## src/rtl/lcd_strobe_timer.sv

```systemverilog
// rtl/lcd_strobe_timer.sv - LCD E strobe generator: free-running period tick plus SETUP/PULSE/HOLD sequencer.
// Strobes start on Tick (Mode=0) or Req (Mode=1); a start can coincide with the previous strobe's end.
module lcd_strobe_timer #(
  parameter int PERIOD = 4000,
  parameter int SETUP  = 6,
  parameter int PULSE  = 56,
  parameter int HOLD   = 2
) (
  input  logic Clk,
  input  logic Reset,
  input  logic Mode,
  input  logic Req,
  input  logic Clr,
  output logic Tick,
  output logic Enable,
  output logic Busy,
  output logic Ack,
  output logic Done,
  output logic Overrun
);

  localparam int PW      = (PERIOD > 1) ? $clog2(PERIOD) : 1;
  localparam int SP_MAX  = (SETUP > PULSE) ? SETUP : PULSE;
  localparam int SEQ_MAX = (SP_MAX > HOLD) ? SP_MAX : HOLD;
  localparam int SW      = (SEQ_MAX > 1) ? $clog2(SEQ_MAX) : 1;

  localparam logic [PW-1:0] PERIOD_LAST = PW'(PERIOD - 1);
  localparam logic [SW-1:0] SETUP_LAST  = SW'((SETUP > 0) ? SETUP - 1 : 0);
  localparam logic [SW-1:0] PULSE_LAST  = SW'((PULSE > 0) ? PULSE - 1 : 0);
  localparam logic [SW-1:0] HOLD_LAST   = SW'((HOLD > 0) ? HOLD - 1 : 0);

  typedef enum logic [1:0] {
    ST_IDLE,
    ST_SETUP,
    ST_PULSE,
    ST_HOLD
  } state_t;

  state_t          state_q, state_d;
  logic [PW-1:0]   period_cnt_q, period_cnt_d;
  logic [SW-1:0]   seq_cnt_q, seq_cnt_d;
  logic            tick_q, tick_d;
  logic            enable_q, enable_d;
  logic            ack_q, ack_d;
  logic            done_q, done_d;
  logic            overrun_q, overrun_d;
  logic            mode_q, mode_d;
  logic            can_start;
  logic            strobe_end;
  logic            start_evt;

  always_comb begin
    period_cnt_d = period_cnt_q + PW'(1);
    tick_d       = 1'b0;
    if (period_cnt_q == PERIOD_LAST) begin
      period_cnt_d = '0;
      tick_d       = 1'b1;
    end
  end

  always_comb begin
    state_d    = state_q;
    seq_cnt_d  = seq_cnt_q;
    enable_d   = enable_q;
    ack_d      = 1'b0;
    done_d     = 1'b0;
    mode_d     = mode_q;
    overrun_d  = overrun_q;
    can_start  = 1'b0;
    strobe_end = 1'b0;
    start_evt  = Mode ? Req : tick_q;

    case (state_q)
      ST_IDLE: can_start = 1'b1;
      ST_SETUP: begin
        if (seq_cnt_q == SETUP_LAST) begin
          state_d   = ST_PULSE;
          seq_cnt_d = '0;
          enable_d  = 1'b1;
        end else begin
          seq_cnt_d = seq_cnt_q + SW'(1);
        end
      end
      ST_PULSE: begin
        if (seq_cnt_q == PULSE_LAST) begin
          enable_d  = 1'b0;
          seq_cnt_d = '0;
          if (HOLD > 0) begin
            state_d = ST_HOLD;
          end else begin
            strobe_end = 1'b1;
          end
        end else begin
          seq_cnt_d = seq_cnt_q + SW'(1);
        end
      end
      ST_HOLD: begin
        if (seq_cnt_q == HOLD_LAST) begin
          seq_cnt_d  = '0;
          strobe_end = 1'b1;
        end else begin
          seq_cnt_d = seq_cnt_q + SW'(1);
        end
      end
      default: state_d = ST_IDLE;
    endcase

    // The last edge of a strobe doubles as the first IDLE sample, giving back-to-back strobes.
    if (strobe_end) begin
      done_d    = 1'b1;
      state_d   = ST_IDLE;
      can_start = 1'b1;
    end

    if (can_start && start_evt) begin
      mode_d    = Mode;
      ack_d     = Mode;
      seq_cnt_d = '0;
      if (SETUP > 0) begin
        state_d = ST_SETUP;
      end else begin
        state_d  = ST_PULSE;
        enable_d = 1'b1;
      end
    end

    // Overrun is judged against the mode the running strobe was started in; set beats clear.
    if (Clr) begin
      overrun_d = 1'b0;
    end
    if (tick_q && !can_start && (state_q != ST_IDLE) && !mode_q) begin
      overrun_d = 1'b1;
    end
  end

  always_ff @(posedge Clk or negedge Reset) begin
    if (!Reset) begin
      state_q      <= ST_IDLE;
      period_cnt_q <= '0;
      seq_cnt_q    <= '0;
      tick_q       <= 1'b0;
      enable_q     <= 1'b0;
      ack_q        <= 1'b0;
      done_q       <= 1'b0;
      overrun_q    <= 1'b0;
      mode_q       <= 1'b0;
    end else begin
      state_q      <= state_d;
      period_cnt_q <= period_cnt_d;
      seq_cnt_q    <= seq_cnt_d;
      tick_q       <= tick_d;
      enable_q     <= enable_d;
      ack_q        <= ack_d;
      done_q       <= done_d;
      overrun_q    <= overrun_d;
      mode_q       <= mode_d;
    end
  end

  assign Tick    = tick_q;
  assign Enable  = enable_q;
  assign Busy    = (state_q != ST_IDLE);
  assign Ack     = ack_q;
  assign Done    = done_q;
  assign Overrun = overrun_q;

endmodule

```

## config.mk

```make
export PLATFORM = sky130hd
export DESIGN_NAME = lcd_strobe_timer
export DESIGN_NICKNAME = d
export VERILOG_FILES = /design/src/rtl/lcd_strobe_timer.sv
export SDC_FILE = /design/constraint.sdc
export NUM_CORES = 1
export LEC_CHECK = 0
export CORE_ASPECT_RATIO = 2
export CORE_MARGIN = 1.5
export CORE_UTILIZATION = 30
export CTS_CLUSTER_DIAMETER = 120
export DETAILED_ROUTE_END_ITERATION = 7
export HOLD_SLACK_MARGIN = 0.03
export PLACE_DENSITY = 0.58
export SETUP_SLACK_MARGIN = 0.02
export SYNTH_ARGS = -nofsm -noshare
export SYNTH_HDL_FRONTEND = slang
export SYNTH_SLANG_ARGS = --single-unit
```

## constraint.sdc

```tcl
create_clock -name Clk -period 2.76 [get_ports Clk]
set_input_delay 0.276 -clock Clk [delete_from_list [all_inputs] [get_ports Clk]]
set_output_delay 0.276 -clock Clk [all_outputs]
set_load 0.05 [all_outputs]
```

## Word-level counts from Yosys, hierarchy flattened

Cells that the tools add are included.
W data, S select, Z words.

| storage, ports and cells | value |
|---|---|
| register bits | 26 |
| input bits | 5 |
| output and inout bits | 6 |
| word-level logic and storage cells | 60 |

| operators by class | value |
|---|---|
| add/subtract/negate cells | 2 |
| equality and inequality tests | 11 |
| mux-type cells | 24 |
| reductions and logical operators | 14 |

Operators by type and width:

| kind | number |
|---|---|
| $mux W6 | 4 |
| $pmux W6 S3 | 1 |
| $add A12 B1 Y12 const B | 1 |
| $eq A12 B12 Y1 const B | 1 |
| $mux W1 | 12 |
| $mux W12 | 1 |
| $mux W2 | 4 |
| $ne A4 B4 Y1 const B | 2 |
| $reduce_bool A4 Y1 | 2 |
| $add A6 B1 Y6 const B | 1 |
| $eq A6 B1 Y1 const B | 1 |
| $eq A6 B3 Y1 const B | 1 |
| $eq A6 B6 Y1 const B | 1 |
| $reduce_and A3 Y1 | 2 |
| $reduce_bool A2 Y1 | 3 |
| $eq A2 B2 Y1 const B | 2 |
| $logic_and A1 B1 Y1 | 4 |
| $ne A2 B2 Y1 const B | 2 |
| $pmux W2 S2 | 1 |
| $eq A2 B1 Y1 const B | 1 |
| $logic_not A1 Y1 | 2 |
| $logic_not A2 Y1 | 1 |
| $pmux W1 S2 | 1 |

## Logic depth before layout (Yosys ltp)

Gate-level depths: netlist of the first run.

| depth | value |
|---|---|
| word-level depth | 9 |
| depth in mapped cells | 7 |
| gate-level depth less buffers | 7 |

## Worst setup path after synthesis of the first run

OpenSTA, ideal clock, no wires.

| timing | value |
|---|---|
| path kind | reg-to-reg |
| start point | register state_q[0] |
| end point | register seq_cnt_q[4] |
| setup time | 0.104 ns |
| arrival | 1.860 ns |
| required time | 2.656 ns |
| setup slack | 0.796 ns |
| cell stages (with the launch flop) | 8 |
| path buffers | 0 |
| clock period less this slack | 1.964 ns |
| path through | dfrtp_1 > inv_1 > ha_1 > inv_1 > nor2_1 > a211oi_4 > nand3b_2 > o311ai_1 |

| on the way | value |
|---|---|
| cells in the longest elaborated chain, start to end | 5 |
| elaborated cells between the ends (all ways) | 11 |
| classes of those cells | eq/ne: 3; mux: 5; reduce/logical: 3 |

RTL lines:

| element | line | RTL |
|---|---|---|
| from (decl) | 39 | `state_t state_q, state_d;` |
| from (signal assigned) | 148 | `state_q <= state_d;` |
| $eq A2 B2 Y1 or $logic_not A2 Y1 (tied branches) | 73 | `case (state_q)` |
| $mux W1, on equally long branches | n/a |  |
| $mux W1 | 109 | `if (strobe_end) begin` |
| $logic_and A1 B1 Y1 | 115 | `if (can_start && start_evt) begin` |
| $reduce_bool A4 Y1 (no source line) or $mux W6 (tied branches) | n/a |  |
| to (signal assigned) | 150 | `seq_cnt_q <= seq_cnt_d;` |
| to (decl) | 41 | `logic [SW-1:0] seq_cnt_q, seq_cnt_d;` |

Parallel ways exist; a longest one is shown, timed or not.
A chain may end at the register's enable or synchronous reset.

## Final worst setup path of the first run

| timing | value |
|---|---|
| start point | register state_q[1] |
| end point | output port Busy |

| on the way | value |
|---|---|
| cells in the longest elaborated chain, start to end | 1 |

RTL lines:

| element | line | RTL |
|---|---|---|
| $reduce_bool A2 Y1 | 162 | `assign Busy = (state_q != ST_IDLE);` |
| to (decl) | 16 | `output logic Busy,` |

Every way passes these cells.

==> results of run 1 <==
[power groups by stage]
stage	combinational, uW	clock [uW]	sequential [uW]
finish	449	241	533
global placement	426	0	535
global route	501	268	548
detailed placement	446	0	537
floorplan	348	0	514
CTS	450	255	530
[critical path, stage by stage (launching register included)]
cell and delay [ns]:
dfrtp_1 0.45, inv_1 0.11, ha_1 0.21, inv_1 0.09
clkdlybuf4s50_1 0.81
[final timing paths]
check | from | endpoint | slack, ns | depth (start not counted)
max in group asynchronous | Reset | Enable | 2.13 | 2
min reg2reg | period_cnt_q[0] | period_cnt_q[0] | 0.46 | 1
min in group Clk | period_cnt_q[0] | period_cnt_q[0] | 0.46 | 1
max | state_q[1] | Busy | 0.56 | 4
max reg2reg | state_q[0] | seq_cnt_q[4] | 0.69 | 7
min | Reset | state_q[0] | 0.38 | 2
[area by class of cell]
class,instances,area [sq um]
Inverter,7,26.3
Timing Repair Buffer,11,108
Clock buffer,4,55.1
Tap cell,54,67.6
Fill cell,442,2770
Sequential cell,26,651
Multi-Input combinational cell,102,707
[logic make-up after synthesis]
logic type      count (synthesis)  synth area share, %
mux                             2                 1.44
simple gates                   55                 23.5
xor+xnor                        6                 3.78
fa+ha+maj                       9                 8.11
buf+inv                         8                 2.25
compound gates                 30                 14.1
flops                          26                 46.8
[registers in the layout (all words and copies together), names as in the netlist]
register and flops:
Ack 1, Done 1, Enable 1, Overrun 1
Tick 1, mode_q 1, period_cnt_q 12, seq_cnt_q 6
state_q 2
[cell usage in the layout (no fill, tap or decap), types with 4 or more instances in the layout]
cell,count
ha_1,9
clkbuf_8,4
a21oi_1,7
inv_1,7
dfrtp_1,26
o21ai_0,9
xor2_1,4
clkdlybuf4s50_1,10
nand2_1,13
nor2_1,7
nand3_1,5
nand4_1,5
[metrics by stage]
| step | util, % | setup WS (ns) |
|---|---|---|
| after floorplan | - | 0.796 |
| after global placement | 35.6 | 0.624 |
| after detailed placement | 35.6 | 0.523 |
| after CTS | 36.8 | 0.556 |
| after global routing | 36.8 | 0.474 |
| final | 36.8 | 0.563 |
[per-layer routing]
metal | GRT usage (%) | vias to the layer above | part of all wire, %
met5 | 0 | - | 0
met2 | 22.5 | 13 | 56
met4 | 7.07 | 0 | 2.0
met3 | 1.35 | 4 | 1.8
li1 | - | 515 | -
met1 | 13.8 | 533 | 41
==> key figures, run 1 <==
Worst setup path
  • Critical path data required time: 2.48 ns
  • WP data arrival: 1.92 ns
  • WS Path Type: reg2out
  • CP Capture Type: primary output
  • Critical path peak fanout: 5
  • Critical Path Start Type: flip-flop

Logic synthesis
  • Distinct cells, synth: 39
  • Post-synth top area cell: dfrtp_1
  • Top cells by area, synth: dfrtp_1 47%, ha_1 8.1%, nand2_1 3.5%, o21ai_0 3.2%, a21oi_1 2.5%
  • Post-synth ARST share: 100%
  • Synth Register Bits: 26
  • Top post-synthesis cells by count: 26 x dfrtp_1, 13 x nand2_1, 9 x ha_1, 9 x o21ai_0
  • Seq/Total Area, Yosys: 46.8%
  • Cell count after synthesis: 136
  • Cell Area, Synth: 0.00139 sq mm
  • Avg Cell Area, Syn: 10.2 sq um
  • Synth top area share: 46.8%
  • Syn. warnings: 0
  • Ys flop type: dfrtp_1
  • EDFF count, synth: 0
  • Syn Nets: 150
  • Most common cell in the netlist: dfrtp_1

STA
  • Final Hold Fails: 0
  • Final Setup Violations: 0
  • Worst Skew: 0.00310 ns
  • Setup TNS: 0 ns
  • RSZ-0062 raised after global routing: false
  • Max Slew Vio Count: 0
  • Fmax: 455 MHz
  • Worst slew margin: 62.4%
  • Fin crit share: 79.6%
  • Post-layout min period: 2.20 ns
  • Worst-Margin Slew: 0.560 ns
  • Hold WS: 0.377 ns

Run status
  • Outcome: finished clean

Power
  • Reg power frac: 43.6%
  • Cell Int Power: 767 uW
  • Comb pwr share: 36.7%
  • LEAKAGE: 0.000691 uW
  • Switching power: 457 uW
  • Pwr Density: 758 mW/mm^2
  • Power Total: 1220 uW
  • Worst vdd ir: 0.000396 V
  • Sw Ratio: 37.3%
  • Clock power frac: 19.7%

Place
  • Area post-placement: 0.00156 sq mm
  • Final GP Congestion: 0.855
  • Post-Place Cells: 200
  • PortBufs: 10
  • DP HPWL: 2.10 mm

Layout
  • Antenna diodes: 0
  • Layout cells sized above 1: 9.33%
  • Final Cell Area: 0.00161 sq mm
  • Nets: 165
  • Layout Cells excl Fill: 204
  • Area Overhead vs Synth: 16.2%

Detailed routing
  • DRC: 0
  • 1st-iter DRT viols: 20
  • Via/cell ratio: 5.22
  • Total wire length: 2.79 mm
  • Routed via count: 1065
  • Pre-antenna DRT Iters: 4
  • Post-route antenna net violation count: 0
  • Avg WL per Cell: 13.7 um

Floorplan
  • FP Rows: 34
  • Die area: 0.00507 sq mm
  • Ports: 11
  • Starting Density: 31.7%
  • Die height: 99.2 um
  • Core area: 0.00438 sq mm
  • Die X: 51.1 um

CTS
  • Clock slew at reported path FFs: 0.09 ns
  • CTS tree: done
  • CTS Hold Bufs: 0
  • Post-cts resize count: 0
  • H-tree depth: 1
  • Clock Path Buffers: 2
  • Setup bufs post-CTS: 0
  • Root Driver: clkbuf_8
  • Num Clock Sinks: 26
  • Worst-Skew Late Latency: 0.26 ns
  • TritonCTS Buffers: 3

Hold path
  • Worst Hold Class: in2async

GRT
  • Vias in the first global route: 1180
  • Initial antenna violation count: 0
  • Grt total ovfl: 0
  • First-pass GRT wire length: 5.02 mm
  • GRT Util Overall: 12.5%
  • Largest net degree at the start of global routing: 27

Job
  • Max_cap viols: 0
(Power assumes the default switching activity.)
==> run 2, diff against run 1 <==
Settings changed: PLACE_DENSITY 0.58 to 0.59.
Clock period 2.76 ns to 2 ns, I/O delays scaled along.
==> run 2 against run 1 <==
  * Final area up 3.4%
  * Die area is the same
  * Non-clock buffer count increased by 5
  * Critical path type is now reg2reg
  * Sequential share of layout area decreased by 1.3 points
==> key figures, run 2 (synthesized netlist as in run 1, its figures left out) <==
CTS
  • Clock Path Buffers: 2 (unchanged)
  • Worst-Skew Late Latency: 0.27 ns (about the same)
  • CTS tree: done
  • H-tree depth: 1 (unchanged)
  • Clock slew at reported path FFs: 0.09 ns (about the same)
  • CTS Hold Bufs: 0 (unchanged)
  • Num Clock Sinks: 26 (unchanged)
  • Root Driver: clkbuf_8
  • TritonCTS Buffers: 3 (unchanged)

Detailed routing
  • 1st-iter DRT viols: 29 (+45%)
  • Top routing layer in use: met4
  • Avg WL per Cell: 13.7 um (+0.59%)
  • Routed via count: 1063 (-0.19%)
  • Met3 routed wirelength: 49 um (-2.0%)
  • Via/cell ratio: 5.09 (-2.6%)
  • Total wire length: 2.87 mm (+3.1%)
  • Post-route antenna net violation count: 0 (unchanged)
  • Pre-antenna DRT Iters: 4 (unchanged)
  • M1 wire length: 1.07 mm (-5.6%)
  • Met2 WL post-DR: 1.69 mm (+9.1%)
  • DRC: 0 (unchanged)

Floorplan
  • Core area: 0.00438 sq mm (unchanged)
  • FP Rows: 34 (unchanged)
  • Die X: 51.1 um (unchanged)
  • Die area: 0.00507 sq mm (unchanged)
  • Die height: 99.2 um (unchanged)
  • Ports: 11 (unchanged)
  • Starting Density: 31.7% (unchanged)

Worst setup path
  • WS Path Type: reg2reg
  • CP Capture Type: flip-flop
  • Worst R2R End: seq_cnt_q[3]
  • Critical path peak fanout: 6 (+1)
  • FF-to-FF setup slack: 0.07 ns (-0.62 ns)
  • RR Startpoint: seq_cnt_q[0]
  • Crit path from: seq_cnt_q[0]
  • Critical Path Start Type: flip-flop
  • Worst Reg-to-Reg Cells: 7 (unchanged)
  • Critical path data required time: 2.17 ns (-0.31 ns)
  • WP data arrival: 2.10 ns (+0.18 ns)

GRT
  • First-pass GRT wire length: 4.60 mm (-8.3%)
  • GRT Util Overall: 11.7% (-0.84 points)
  • Grt total ovfl: 0 (unchanged)
  • Vias in the first global route: 1127 (-4.5%)
  • Largest net degree at the start of global routing: 27 (unchanged)
  • Initial antenna violation count: 0 (unchanged)

STA
  • Post-layout min period: 1.93 ns
  • Worst slew margin: 60.0% (-2.5 points)
  • Max Slew Vio Count: 0 (unchanged)
  • Fmax: 519 MHz
  • RSZ-0062 raised after global routing: true
  • Fin crit share: 96.3%
  • Worst Skew: 0.00176 ns (-0.00133 ns)
  • Final Hold Fails: 0 (unchanged)
  • Final Setup Violations: 0 (unchanged)
  • Worst-Margin Slew: 0.597 ns (+0.0369 ns)

Layout
  • Layout cells sized above 1: 16.1% (+6.8 points)
  • Commonest non-fill, non-tap cell in the layout: dfrtp_1
  • Util after Layout: 38.1% (+1.3 points)
  • Area Overhead vs Synth: 20.2%
  • Nets: 170 (+3.0%)
  • Biggest regs: period_cnt_q x12, seq_cnt_q x6, state_q x2
  • Antenna diodes: 0 (unchanged)
  • Layout Cells excl Fill: 209 (+2.5%)
  • Max FFs per register: 12 (unchanged)
  • Highest-count cells in the layout ignoring fill and taps: 25 x dfrtp_1, 13 x nand2_1, 9 x o21ai_0, 9 x clkdlybuf4s50_1, 8 x ha_1
  • Top reg by flops: period_cnt_q

Hold path
  • Worst Hold Class: in2async

Power
  • Worst vdd ir: 0.000471 V (+19%)
  • LEAKAGE: 0.000715 uW (+3.4%)
  • Pwr Density: 1070 mW/mm^2 (+41%)

Place
  • Final GP Congestion: 0.828 (-3.2%)
  • DP HPWL: 2.12 mm (+0.96%)
  • Post-Place Cells: 203 (+1.5%)
  • PortBufs: 10 (unchanged)

Job
  • Max_cap viols: 0 (unchanged)

Run status
  • Outcome: finished clean
## run 2: worst max-delay path by stage
stage	endpoint	slack (ns)	depth (start not counted)
after detailed placement	seq_cnt_q[4]	-0.03	6
final	seq_cnt_q[3]	0.07	7
after floorplan	seq_cnt_q[4]	0.04	7
after CTS	seq_cnt_q[3]	0.05	6
after global routing	seq_cnt_q[5]	-0.01	8
after global placement	seq_cnt_q[3]	0.05	6
## run 2: report_power, final
part           switching (uW)  internal (uW)  total (uW)
registers                 127            615         742
clock network             160            176         336
logic                     383            317         700
## run 2: cell type report
class,count,area [sq um]
clock buffers,4,55.1
fillers,424,2710
inverters,7,26.3
multi-input cells,102,726
flip-flops and latches,26,652
well taps,54,67.6
repair buffers,16,143
## run 2: layer usage
| layer | global-route usage [%] | up-vias |
|---|---|---|
| met2 | 22.4 | 13 |
| met3 | 1.05 | 7 |
| met1 | 11.2 | 523 |
| met4 | 7.48 | 0 |
| met5 | 0 | - |
| li1 | - | 520 |
## run 2: critical path, stage by stage (launching register included)
cell,delay (ns)
dfrtp_2,0.45
ha_1,0.21
nor4b_4,0.13
buf_4,0.16
and3_4,0.20
a211oi_4,0.22
nand3b_2,0.16
o31ai_1,0.29
## run 2: what timing repair did
action / in CTS / in global routing
endpoints found under the setup margin: 0 / 8
resized for setup: 0 / 5
buffers inserted: 0 / 2
## run 2: per-stage QoR
step	setup WS, ns	hold slack, ns	instance area [sq um]	TNS (ns)	power [uW]
2_1_floorplan	0.0362	-0.0956	1390	0	1190
3_3_place_gp	0.0468	0.435	1580	0	1350
3_5_place_dp	-0.0342	0.453	1580	-0.0410	1390
4_1_cts	0.0524	0.296	1630	0	1730
5_1_grt	-0.0144	0.308	1670	-0.0144	1900
6_report	0.0737	0.286	1670	0	1780
==> run 3, diff against run 2 <==
Settings changed: ABC_AREA set to 1, REMOVE_ABC_BUFFERS set to 1.
==> run 3 against run 2 <==
  * Flip-flop and latch count unchanged
  * Clock power grew 32%
  * Final area grew 13%
  * Die area is 18% higher
  * Sequential power rose by 0.9%
  * Worst setup slack better by 0.25 ns
  * Combinational power up 66%
  * Critical endpoint is now Tick
  * Clock skew grew 0.0019 ns
  * Core utilization shrank 3.0 points
  * Sequential share of layout area decreased by 4.6 points
  * Routed wire length rose by 17%
==> key figures, run 3 <==
Power
  • Clock power frac: 18.9% (about the same)
  • Reg power frac: 31.9% (-9.8 points)
  • Switching power: 1040 uW (+56%)
  • LEAKAGE: 0.000944 uW (+32%)
  • Worst vdd ir: 0.000917 V (+94%)
  • Sw Ratio: 44.5% (+6.8 points)
  • Cell Int Power: 1300 uW (+18%)
  • Comb pwr share: 49.3% (+9.9 points)
  • Pwr Density: 1240 mW/mm^2 (+17%)
  • Power Total: 2350 uW (+32%)

Layout
  • Layout cells sized above 1: 15.5% (-0.64 points)
  • Nets: 241 (+42%)
  • Commonest non-fill, non-tap cell in the layout: nand2_1
  • Multi-input logic area: 831 sq um (+14%)
  • Fill count: 545 (+29%)
  • Highest-count cells in the layout ignoring fill and taps: 46 x nand2_1, 27 x inv_1, 26 x dfrtp_1, 26 x nand3_1, 13 x nor2_1
  • Biggest regs: period_cnt_q x12, seq_cnt_q x6, state_q x2
  • Antenna diodes: 0 (unchanged)
  • Max FFs per register: 12 (unchanged)
  • Top reg by flops: period_cnt_q
  • Sequential Area: 651 sq um (-0.19%)
  • Area Overhead vs Synth: 14.2%

Place
  • Worst slack, placed: 0.363 ns (+0.397 ns)
  • Final GP Congestion: 0.843 (+1.9%)
  • PortBufs: 10 (unchanged)
  • DP HPWL: 2.64 mm (+24%)

Floorplan
  • Die area: 0.00599 sq mm (+18%)
  • Starting Density: 30.7% (-0.96 points)
  • Core area: 0.00537 sq mm (+23%)
  • Die height: 108 um (+8.8%)
  • Ports: 11 (unchanged)
  • Die X: 55.5 um (+8.5%)
  • FP Rows: 38 (+12%)

Worst setup path
  • Slowest Stage Delay on Critical Path: 0.82 ns (+0.37 ns)
  • Slowest cell on crit path: clkdlybuf4s50_1
  • CP Capture Type: primary output
  • Worst-path cell chain: clkdlybuf4s50_1
  • CP Depth: 1 (-6)
  • Crit-path leading delay family: buffers and inverters
  • WP data arrival: 1.48 ns (-0.62 ns)
  • Critical path data required time: 1.80 ns (-0.37 ns)
  • Worst Reg-to-Reg Cells: 9 (+2)
  • Critical path peak fanout: 2 (-4)
  • Critical Path Start Type: flip-flop
  • Buf+Inv Stages, Crit Path: 1 (unchanged)
  • WS Path Type: reg2out

Logic synthesis
  • Post-synth top area cell: dfrtp_1
  • Post-synth ARST share: 100% (unchanged)
  • Top cells by area, synth: dfrtp_1 39%, nand2_1 10%, nand3_1 7.9%, ha_1 6.8%, inv_1 6.1%
  • Synth Register Bits: 26 (unchanged)
  • Synth top area share: 39.4% (-7.5 points)
  • Most common cell in the netlist: nand2_1
  • Cell Area, Synth: 0.00165 sq mm (+19%)
  • Distinct cells, synth: 30 (-23%)
  • Avg Cell Area, Syn: 7.75 sq um (-24%)
  • Cell count after synthesis: 213 (+57%)
  • Top post-synthesis cells by count: 46 x nand2_1, 27 x inv_1, 26 x dfrtp_1, 26 x nand3_1, 13 x nor2_1
  • Ys flop type: dfrtp_1
  • Syn. warnings: 0 (unchanged)
  • EDFF count, synth: 0 (unchanged)
  • Seq/Total Area, Yosys: 39.4% (-7.5 points)

GRT
  • Vias in the first global route: 1326 (+18%)
  • First-pass GRT wire length: 5.77 mm (+25%)
  • Grt total ovfl: 0 (unchanged)
  • Initial antenna violation count: 0 (unchanged)
  • Largest net degree at the start of global routing: 27 (unchanged)
  • GRT Util Overall: 12.3% (+0.58 points)

STA
  • Max Slew Vio Count: 0 (unchanged)
  • Fmax: 596 MHz (+15%)
  • Worst-Margin Slew: 0.502 ns (-0.0951 ns)
  • Final Hold Fails: 0 (unchanged)
  • Setup TNS: 0 ns (unchanged)
  • Post-layout min period: 1.68 ns (-0.247 ns)
  • Fin crit share: 83.9% (-12 points)
  • Setup ws final: 0.321 ns (+0.247 ns)
  • RSZ-0062 raised after global routing: false
  • Worst Skew: 0.00371 ns (+0.00194 ns)
  • Worst slew margin: 66.4% (+6.4 points)
  • Final Setup Violations: 0 (unchanged)

CTS
  • Num Clock Sinks: 26 (unchanged)
  • Root Driver: clkbuf_8
  • Clock slew at reported path FFs: 0.09 ns (about the same)
  • CTS tree: done
  • H-tree depth: 1 (unchanged)
  • Setup bufs post-CTS: 0 (unchanged)
  • CTS Hold Bufs: 0 (unchanged)
  • Worst-Skew Late Latency: 0.28 ns (about the same)
  • Clock Path Buffers: 2 (unchanged)
  • TritonCTS Buffers: 3 (unchanged)
  • Post-cts resize count: 0 (unchanged)

Detailed routing
  • Via/cell ratio: 4.72 (-7.3%)
  • 1st-iter DRT viols: 43 (+48%)
  • Post-route antenna net violation count: 0 (unchanged)
  • Total wire length: 3.36 mm (+17%)
  • Avg WL per Cell: 11.7 um (-15%)
  • DRC: 0 (unchanged)
  • Pre-antenna DRT Iters: 4 (unchanged)
  • Routed via count: 1349 (+27%)

Hold path
  • Worst Hold Class: in2async

Job
  • Max_cap viols: 0 (unchanged)

Run status
  • Outcome: finished clean
[run 3: final timing paths]
kind | start | end | slack, ns
max in group asynchronous | Reset | period_cnt_q[9] | 1.45
min | Reset | Done | 0.28
max reg2reg | state_q[0] | seq_cnt_q[3] | 0.33
max | Tick | Tick | 0.32
min in group Clk | Clr | Overrun | 0.48
min reg2reg | period_cnt_q[10] | period_cnt_q[11] | 0.49
[run 3: metrics by stage]
stage / hold slack (ns) / cells / cell area [sq um] / util, %
5_1_grt: 0.319 / 286 / 1890 / 35.1
2_1_floorplan: -0.0956 / 210 / 1630 / -
3_5_place_dp: 0.478 / 282 / 1820 / 33.8
4_1_cts: 0.282 / 286 / 1890 / 35.1
3_3_place_gp: 0.475 / 282 / 1820 / 33.8
6_report: 0.280 / 286 / 1890 / 35.1
[run 3: power groups by stage]
stage          logic (uW)  registers (uW)  clock network [uW]
2_1_floorplan         837             777                   0
3_3_place_gp         1170             760                   0
3_5_place_dp         1160             762                   0
4_1_cts              1160             751                 468
5_1_grt              1300             765                 481
6_report             1160             749                 443
[run 3: logic make-up (layout without fill, tap and decap cells)]
group / count (synthesis) / after routing / share of synthesized area [%]
AND/OR/NAND/NOR: 113 / 113 / 34.6
buffers and inverters: 42 / 55 / 10.3
flip-flops: 26 / 26 / 39.4
AO/OA/AOI/OAI: 20 / 20 / 7.27
adder cells (fa/ha/maj): 9 / 9 / 6.82
XOR/XNOR: 3 / 3 / 1.59
[run 3: layout make-up]
cell class              instances  area share [%]
clock buffers                   3            2.19
clock inverters                 1            1.59
inverters                      39            7.76
multi-input cells             145            44.0
flip-flops and latches         26            34.5
well taps                      60            3.98
repair buffers                 12            5.97
[run 3: per-layer routing]
layer,track usage [%],wire length (um),up-vias
met3,1.56,95,7
met2,24.3,1850,28
met1,11.9,1310,601
li1,-,-,713
met5,0,0,-
met4,6.62,96,0
